$ cat config.mk
export PLATFORM = sky130hd
export DESIGN_NAME = byte_serializer
export DESIGN_NICKNAME = d
export VERILOG_FILES = /design/src/rtl/byte_serializer.sv
export SDC_FILE = /design/constraint.sdc
export NUM_CORES = 1
export LEC_CHECK = 0
export BUFFER_PORTS_ARGS = -buffer_cell sky130_fd_sc_hd__clkbuf_2
export CAP_MARGIN = 25
export CORE_MARGIN = 1.5
export CORE_UTILIZATION = 59
export CTS_BUF_LIST = sky130_fd_sc_hd__clkbuf_16
export DETAILED_ROUTE_END_ITERATION = 10
export GPL_TIMING_DRIVEN = 0
export PLACE_DENSITY = 0.82
export SYNTH_ARGS = -nofsm -noshare
export SYNTH_HDL_FRONTEND = slang
export SYNTH_SLANG_ARGS = --single-unit
$ cat constraint.sdc
create_clock -name clk -period 3 [get_ports clk]
set_clock_uncertainty 0.1 [all_clocks]
set_input_delay 0.15 -clock clk [delete_from_list [all_inputs] [get_ports clk]]
set_output_delay 0.15 -clock clk [all_outputs]
set_load 0.01 [all_outputs]
$ cat src/rtl/byte_serializer.sv
// byte_serializer: parallel-to-serial transmitter, MSB first, one bit per clk.
// A one-word holding register allows gap-free back-to-back frames; flush aborts
// the frame in flight and drops any queued word.
// Optional feature macro: PARITY_EN appends one even-parity bit per frame.
module byte_serializer #(
    parameter int WIDTH = 8
) (
    input  logic             clk,
    input  logic             rst,
    input  logic             load,
    input  logic [WIDTH-1:0] data_in,
    input  logic             flush,
    output logic             ready,
    output logic             bit_out,
    output logic             bit_valid,
    output logic             last
);

    localparam int CW = (WIDTH > 1) ? $clog2(WIDTH) : 1;
    localparam logic [CW-1:0] CNT_LAST = CW'(WIDTH - 1);

    typedef enum logic [1:0] {
        IDLE  = 2'd0,
        SHIFT = 2'd1,
        PAR   = 2'd2
    } state_t;

    state_t           state, state_n;
    logic [CW-1:0]    cnt, cnt_n;
    logic [WIDTH-1:0] shreg, shreg_n;
    logic [WIDTH-1:0] hold, hold_n;
    logic             hold_valid, hold_valid_n;
`ifdef PARITY_EN
    logic             par, par_n;
`endif

    logic             accept;
    logic             eof;
    logic             end_frame;
    logic             start;
    logic [WIDTH-1:0] start_word;

    // State register with asynchronous reset
    always_ff @(posedge clk or posedge rst) begin
        if (rst) begin
            state      <= IDLE;
            cnt        <= '0;
            shreg      <= '0;
            hold       <= '0;
            hold_valid <= 1'b0;
`ifdef PARITY_EN
            par        <= 1'b0;
`endif
        end else begin
            state      <= state_n;
            cnt        <= cnt_n;
            shreg      <= shreg_n;
            hold       <= hold_n;
            hold_valid <= hold_valid_n;
`ifdef PARITY_EN
            par        <= par_n;
`endif
        end
    end

    // Line outputs decoded from the registered state
    always_comb begin
        ready     = !hold_valid;
        bit_valid = (state != IDLE);
        bit_out   = 1'b0;
`ifdef PARITY_EN
        eof = (state == PAR);
`else
        eof = (state == SHIFT) && (cnt == CNT_LAST);
`endif
        last = eof;
        case (state)
            SHIFT:   bit_out = shreg[WIDTH-1];
`ifdef PARITY_EN
            PAR:     bit_out = par;
`endif
            default: bit_out = 1'b0;
        endcase
    end

    // Next-state logic: shifting, queueing, frame chaining and flush
    always_comb begin
        state_n      = state;
        cnt_n        = cnt;
        shreg_n      = shreg;
        hold_n       = hold;
        hold_valid_n = hold_valid;
`ifdef PARITY_EN
        par_n        = par;
`endif
        accept       = load && !hold_valid && !flush;
        end_frame    = 1'b0;
        start        = 1'b0;
        start_word   = data_in;

        case (state)
            IDLE: begin
                if (accept) begin
                    start = 1'b1;
                end
            end
            SHIFT: begin
                // A load on the final data bit (no parity) is a bypass, not a queue
                if (accept && !eof) begin
                    hold_n       = data_in;
                    hold_valid_n = 1'b1;
                end
                if (cnt != CNT_LAST) begin
                    shreg_n = {shreg[WIDTH-2:0], 1'b0};
                    cnt_n   = cnt + CW'(1);
                end else begin
`ifdef PARITY_EN
                    state_n = PAR;
                    cnt_n   = '0;
`else
                    end_frame = 1'b1;
`endif
                end
            end
`ifdef PARITY_EN
            PAR: begin
                end_frame = 1'b1;
            end
`endif
            default: begin
                state_n = IDLE;
            end
        endcase

        // Chain the next word with no gap: queued word first, else a same-cycle load
        if (end_frame) begin
            if (hold_valid) begin
                start        = 1'b1;
                start_word   = hold;
                hold_valid_n = 1'b0;
            end else if (accept) begin
                start = 1'b1;
            end else begin
                state_n = IDLE;
                cnt_n   = '0;
                shreg_n = '0;
            end
        end

        if (start) begin
            state_n = SHIFT;
            cnt_n   = '0;
            shreg_n = start_word;
`ifdef PARITY_EN
            par_n   = ^start_word;
`endif
        end

        if (flush) begin
            state_n      = IDLE;
            cnt_n        = '0;
            shreg_n      = '0;
            hold_n       = '0;
            hold_valid_n = 1'b0;
`ifdef PARITY_EN
            par_n        = 1'b0;
`endif
        end
    end

endmodule

* After elaboration in Yosys (flattened, before gate mapping)
Cells that the tools add are included.
Storage, ports and cells: latch bits 0, output and inout bits 4, bits of input ports 12, bits in writable memories 0, word-level logic and storage cells 60, memories kept 0, flip-flop bits (word level) 22, bits in read-only memories 0
Cells by class: reduce and logical (&&, ||, !) cells 13, bitwise logic cells 0, order comparisons 0, shift-type cells 0, equal/unequal tests 3, add/subtract/negate cells 1, divide/modulo/power cells 0, $mul 0, mux-type cells 38
Operators by type and width (count):
- $mux 8 | 12
- $mux 3 | 7
- $mux 1 | 13
- $mux 2 | 6
- $reduce_bool 2->1 | 3
- $logic_and 1x1->1 | 4
- $add 3x1->3 const B | 1
- $eq 3x3->1 const B | 1
- $logic_not 1->1 | 3
- $ne 3x3->1 const B | 1
- $eq 2x1->1 const B | 1
- $logic_not 2->1 | 1
- $reduce_and 2->1 | 1
- $reduce_or 2->1 | 1

* Longest topological paths before layout
word-level depth 10, mapped depth 6, gate-level depth less buffers 5

* Least setup slack after synthesis
Ideal clock, no wire load.
path type register to register, start register cnt[0], end register hold[0], setup time 122 ps, data arrival time 1447 ps, slack 1331 ps, stages on the path, launching flop included 6, clock period less this slack 1669 ps, buffers on the path 1, data required time 2778 ps, path through dfrtp_1 -> ha_1 -> and4b_4 -> nor4_4 -> buf_4 -> o21ai_1
On the way: cells in the longest elaborated chain, start to end 6
Ends and longest elaborated chain:
- start: declaration | RTL line 29 | logic [CW-1:0] cnt, cnt_n;
- start signal: assignment | RTL line 56 | cnt <= cnt_n;
- $eq 3x3->1 | RTL line 74 | eof = (state == SHIFT) && (cnt == CNT_LAST);
- $logic_and 1x1->1 | RTL line 74
- $logic_not 1->1 | RTL line 109 | if (accept && !eof) begin
- $logic_and 1x1->1 | RTL line 109
- $reduce_bool 2->1 (no source line)
- $reduce_and 2->1 (no source line)
- end signal: assignment | RTL line 58 | hold <= hold_n;
- end: declaration | RTL line 31 | logic [WIDTH-1:0] hold, hold_n;
No other way between the ends. A chain may end at the register's enable or synchronous reset.

* Worst setup path in the final report
start register cnt[0], end register hold[4]
Same word-level chain as after synthesis.

==> results by group <==
Status
  – Result of the run: finished, final reports clean

Synthesis
  – Synth cell types: 30
  – Sequential area share after synthesis: 0.478
  – Synthesized flop and latch total: 22
  – Post-synth top area share: 0.478
  – Synthesized net count: ~130
  – Mapped Avg Cell Area: between 10 and 15 sq um
  – Leading area contributor after synthesis: sky130_fd_sc_hd__dfrtp_1
  – Syn Inst Count: ~120
  – Yosys synthesis warning count: 0
  – Synth Cell Area: approximately 0.0012 sq mm
  – Top cells by area in the synthesized netlist: sky130_fd_sc_hd__dfrtp_1 48%, sky130_fd_sc_hd__nand2_1 5.9%, sky130_fd_sc_hd__a221oi_1 5.3%

Critical path
  – Type of the setup path with the least slack: reg -> reg
  – Master of the slowest instance on the critical path: sky130_fd_sc_hd__dfrtp_1
  – Reg-to-reg endpoint: hold[4]$_DFFE_PP0P_
  – R2r setup slk: around 1.2 ns
  – Count of cells along the worst register-to-register path: 6
  – Maximum fanout count along the critical path: 10
  – Endpoint arrival time on the critical path: between 1.5 and 2 ns
  – Crit end category: flip-flop
  – Crit path required time: ~3 ns
  – Cells along the critical path: ha_1 > and4b_4 > nor4_4 > buf_4 > nand2_1 > o21ai_1
  – Critical path startpoint: cnt[0]$_DFF_PP0_
  – Sort of element at the start of the critical path: flip-flop
  – Reg-to-reg startpoint: cnt[0]$_DFF_PP0_
  – Slowest stage delay, CP: about 0.40 ns

Clocking
  – CTS tree: built
  – Clock-pin slew on the worst setup and hold paths: about 0.06 ns
  – Number of post-CTS setup repair buffers: 0
  – Hold_buf cts: 1
  – Clock latency reported for the late side of the worst-skew pair: 0.26 ns
  – Number of H-tree levels: 1
  – Clock Tree Buf Depth: 2
  – Cell chosen for the clock root: sky130_fd_sc_hd__clkbuf_16
  – Sink Count: 22
  – Number of clock buffers inserted by TritonCTS: 3
  – Post_cts resized: 0

Floorplan
  – I/O pin cnt: 16
  – Die height: 47.2 um
  – Num rows: 15
  – Width of the die: ~47 um
  – Core area: 0.00178 sq mm
  – Total Die Area: about 0.0022 sq mm
  – Initial Utilization: 0.646

STA
  – Transition time at the pin with the least slew margin: between 0.7 and 0.8 ns
  – RSZ-0062 raised after global routing: no
  – Highest achievable clock rate: ~540 MHz
  – Slew Limit Headroom: 0.470
  – Minimum clock period after layout: 1.84 ns
  – Hold violation total from the final report: 0
  – Setup Viol. Count Final: 0
  – Share of the cycle needed by the critical path after routing: 0.615
  – Pins over their slew limit: 0
  – Setup_tns: 0 ns

Detailed routing
  – Iteration-0 DRC count of the detailed router: 29
  – DRC Markers: 0
  – First drt pass iteration count: 4
  – Number of nets still failing antenna checks after routing: 0
  – Vias per std cell: roughly 6.1
  – Average wire length per cell after detail routing: around 17 um
  – Sum of routed wire length over all layers: 2670 um
  – Detailed-route via count: around 970

Placed design
  – Total instance count after detailed placement: 155
  – GPL Wtd Cong: just over 0.8
  – Input/output buffers: 15
  – Cell area after placement: roughly 0.0013 sq mm
  – Placed wire-length estimate after detailed placement: ~1800 um

Pwr
  – Max rail drop VDD: 0.391 mV
  – Leakage power summed over all cells: 0.602 nW
  – Pwr per Cell Area: 548 mW/mm^2

Layout
  – Antenna cells: 0
  – Post-layout util: 0.771
  – Synth-to-layout area growth: 19.2%
  – Share of cells above drive strength 1: 0.237
  – Final instance count without filler cells: 160
  – Nets: 149
  – Most frequent standard cell in the layout excluding fill and tap cells: sky130_fd_sc_hd__dfrtp_1
  – Commonest cells after routing, fill and taps aside: 22 x sky130_fd_sc_hd__dfrtp_1, 18 x sky130_fd_sc_hd__nand2_1, 15 x sky130_fd_sc_hd__clkbuf_2
  – Cell area after layout: between 0.001 and 0.0015 sq mm

Worst hold path
  – WHS Endpoint: hold[0]$_DFFE_PP0P_
  – Worst Hold Launch: data_in[0]
  – Number of instances on the worst hold path: 3
  – Kind of path behind the tightest hold check: in -> reg

GRT
  – Vias in the first global route: 871
  – Total gr overflow: 0
  – Largest net degree at the start of global routing: 23
  – Global-route wire length before repair: approximately 4200 um
  – Total global routing track utilization: 0.286
  – Initial antenna violation count: 0

Job
  – Max-cap violations: 0
Yosys cell counts:
cell type                  number
sky130_fd_sc_hd__dfrtp_1       22
sky130_fd_sc_hd__nand2_1       18
sky130_fd_sc_hd__nand2b_1       9
sky130_fd_sc_hd__nand3_1        8
sky130_fd_sc_hd__a221oi_1       7
sky130_fd_sc_hd__a311oi_1       7
sky130_fd_sc_hd__nor2_1         6
sky130_fd_sc_hd__o21ai_1        6
sky130_fd_sc_hd__o21ai_0        4
sky130_fd_sc_hd__buf_6          3
sky130_fd_sc_hd__clkbuf_1       3
sky130_fd_sc_hd__inv_1          3
sky130_fd_sc_hd__buf_4          2
sky130_fd_sc_hd__a21oi_1        1
sky130_fd_sc_hd__a21oi_2        1
sky130_fd_sc_hd__a21oi_4        1
sky130_fd_sc_hd__a311oi_2       1
sky130_fd_sc_hd__a31oi_1        1
sky130_fd_sc_hd__and3_1         1
sky130_fd_sc_hd__and4b_4        1
sky130_fd_sc_hd__conb_1         1
sky130_fd_sc_hd__ha_1           1
sky130_fd_sc_hd__mux2i_1        1
sky130_fd_sc_hd__nand2b_2       1
sky130_fd_sc_hd__nor2b_1        1
sky130_fd_sc_hd__nor3_1         1
sky130_fd_sc_hd__nor4_4         1
sky130_fd_sc_hd__o22a_4         1
sky130_fd_sc_hd__or2_2          1
sky130_fd_sc_hd__xnor2_1        1
worst max path at each step:
stage                                to  slack (ns)
floorplan           hold[0]$_DFFE_PP0P_        1.33
global placement    hold[2]$_DFFE_PP0P_        1.18
detailed placement  hold[5]$_DFFE_PP0P_        1.15
CTS                 hold[5]$_DFFE_PP0P_        1.13
global route        hold[6]$_DFFE_PP0P_        1.04
finish              hold[4]$_DFFE_PP0P_        1.16
cell families after synthesis:
logic type               synth area share
AO/OA/AOI/OAI                       0.210
XOR/XNOR                          0.00760
adder cells (fa/ha/maj)            0.0109
buffers and inverters              0.0619
flip-flops                          0.478
multiplexers                      0.00869
other                             0.00325
AND/OR/NAND/NOR                     0.220
stage by stage:
step	power, mW	hold slack, ns	worst slack, ns
final	0.753	0.0312	1.16
after global routing	0.772	0.0410	1.04
after CTS	0.756	0.0239	1.13
after detailed placement	0.381	0.213	1.15
after global placement	0.379	0.209	1.18
after floorplan	0.360	0.0392	1.33
routing by layer:
layer | vias up | track usage | routed length, um
li1 | 456 | - | -
met1 | 481 | 0.364 | 1150
met2 | 28 | 0.471 | 1330
met3 | 6 | 0.0538 | 124
met4 | 0 | 0.133 | 55
met5 | - | 0 | 0
power breakdown:
part	switching (mW)	leakage (nW)	internal, mW	total [mW]
clock network	0.109	0.0511	0.265	0.374
registers	0.00722	0.301	0.306	0.314
logic	0.0367	0.250	0.0283	0.0650
total	0.153	0.602	0.600	0.753
final cells by class:
type | instances | area (sq um)
Clock inverter | 1 | 30.0
Sequential cell | 22 | 551
Inverter | 3 | 11.3
Tap cell | 25 | 31.3
Timing Repair Buffer | 16 | 85.1
Multi-Input combinational cell | 82 | 531
Clock buffer | 3 | 75.1
Buffer | 8 | 60.1
Fill cell | 112 | 409
worst max-delay path: cells and delay by family (launching register included):
kind                       cells  cell delay [ns]
and+or+nand+nor                3             0.69
DFF                            1             0.40
adders and majority gates      1             0.26
buffers and inverters          1             0.24
AOI/OAI and AO/OA              1             0.08
state kept, by name, indices dropped and copies added (netlist names):
register	cells
shreg	8
state	2
hold	8
hold_valid	1
cnt	3
Note: power is estimated with default switching activity, not from simulation.
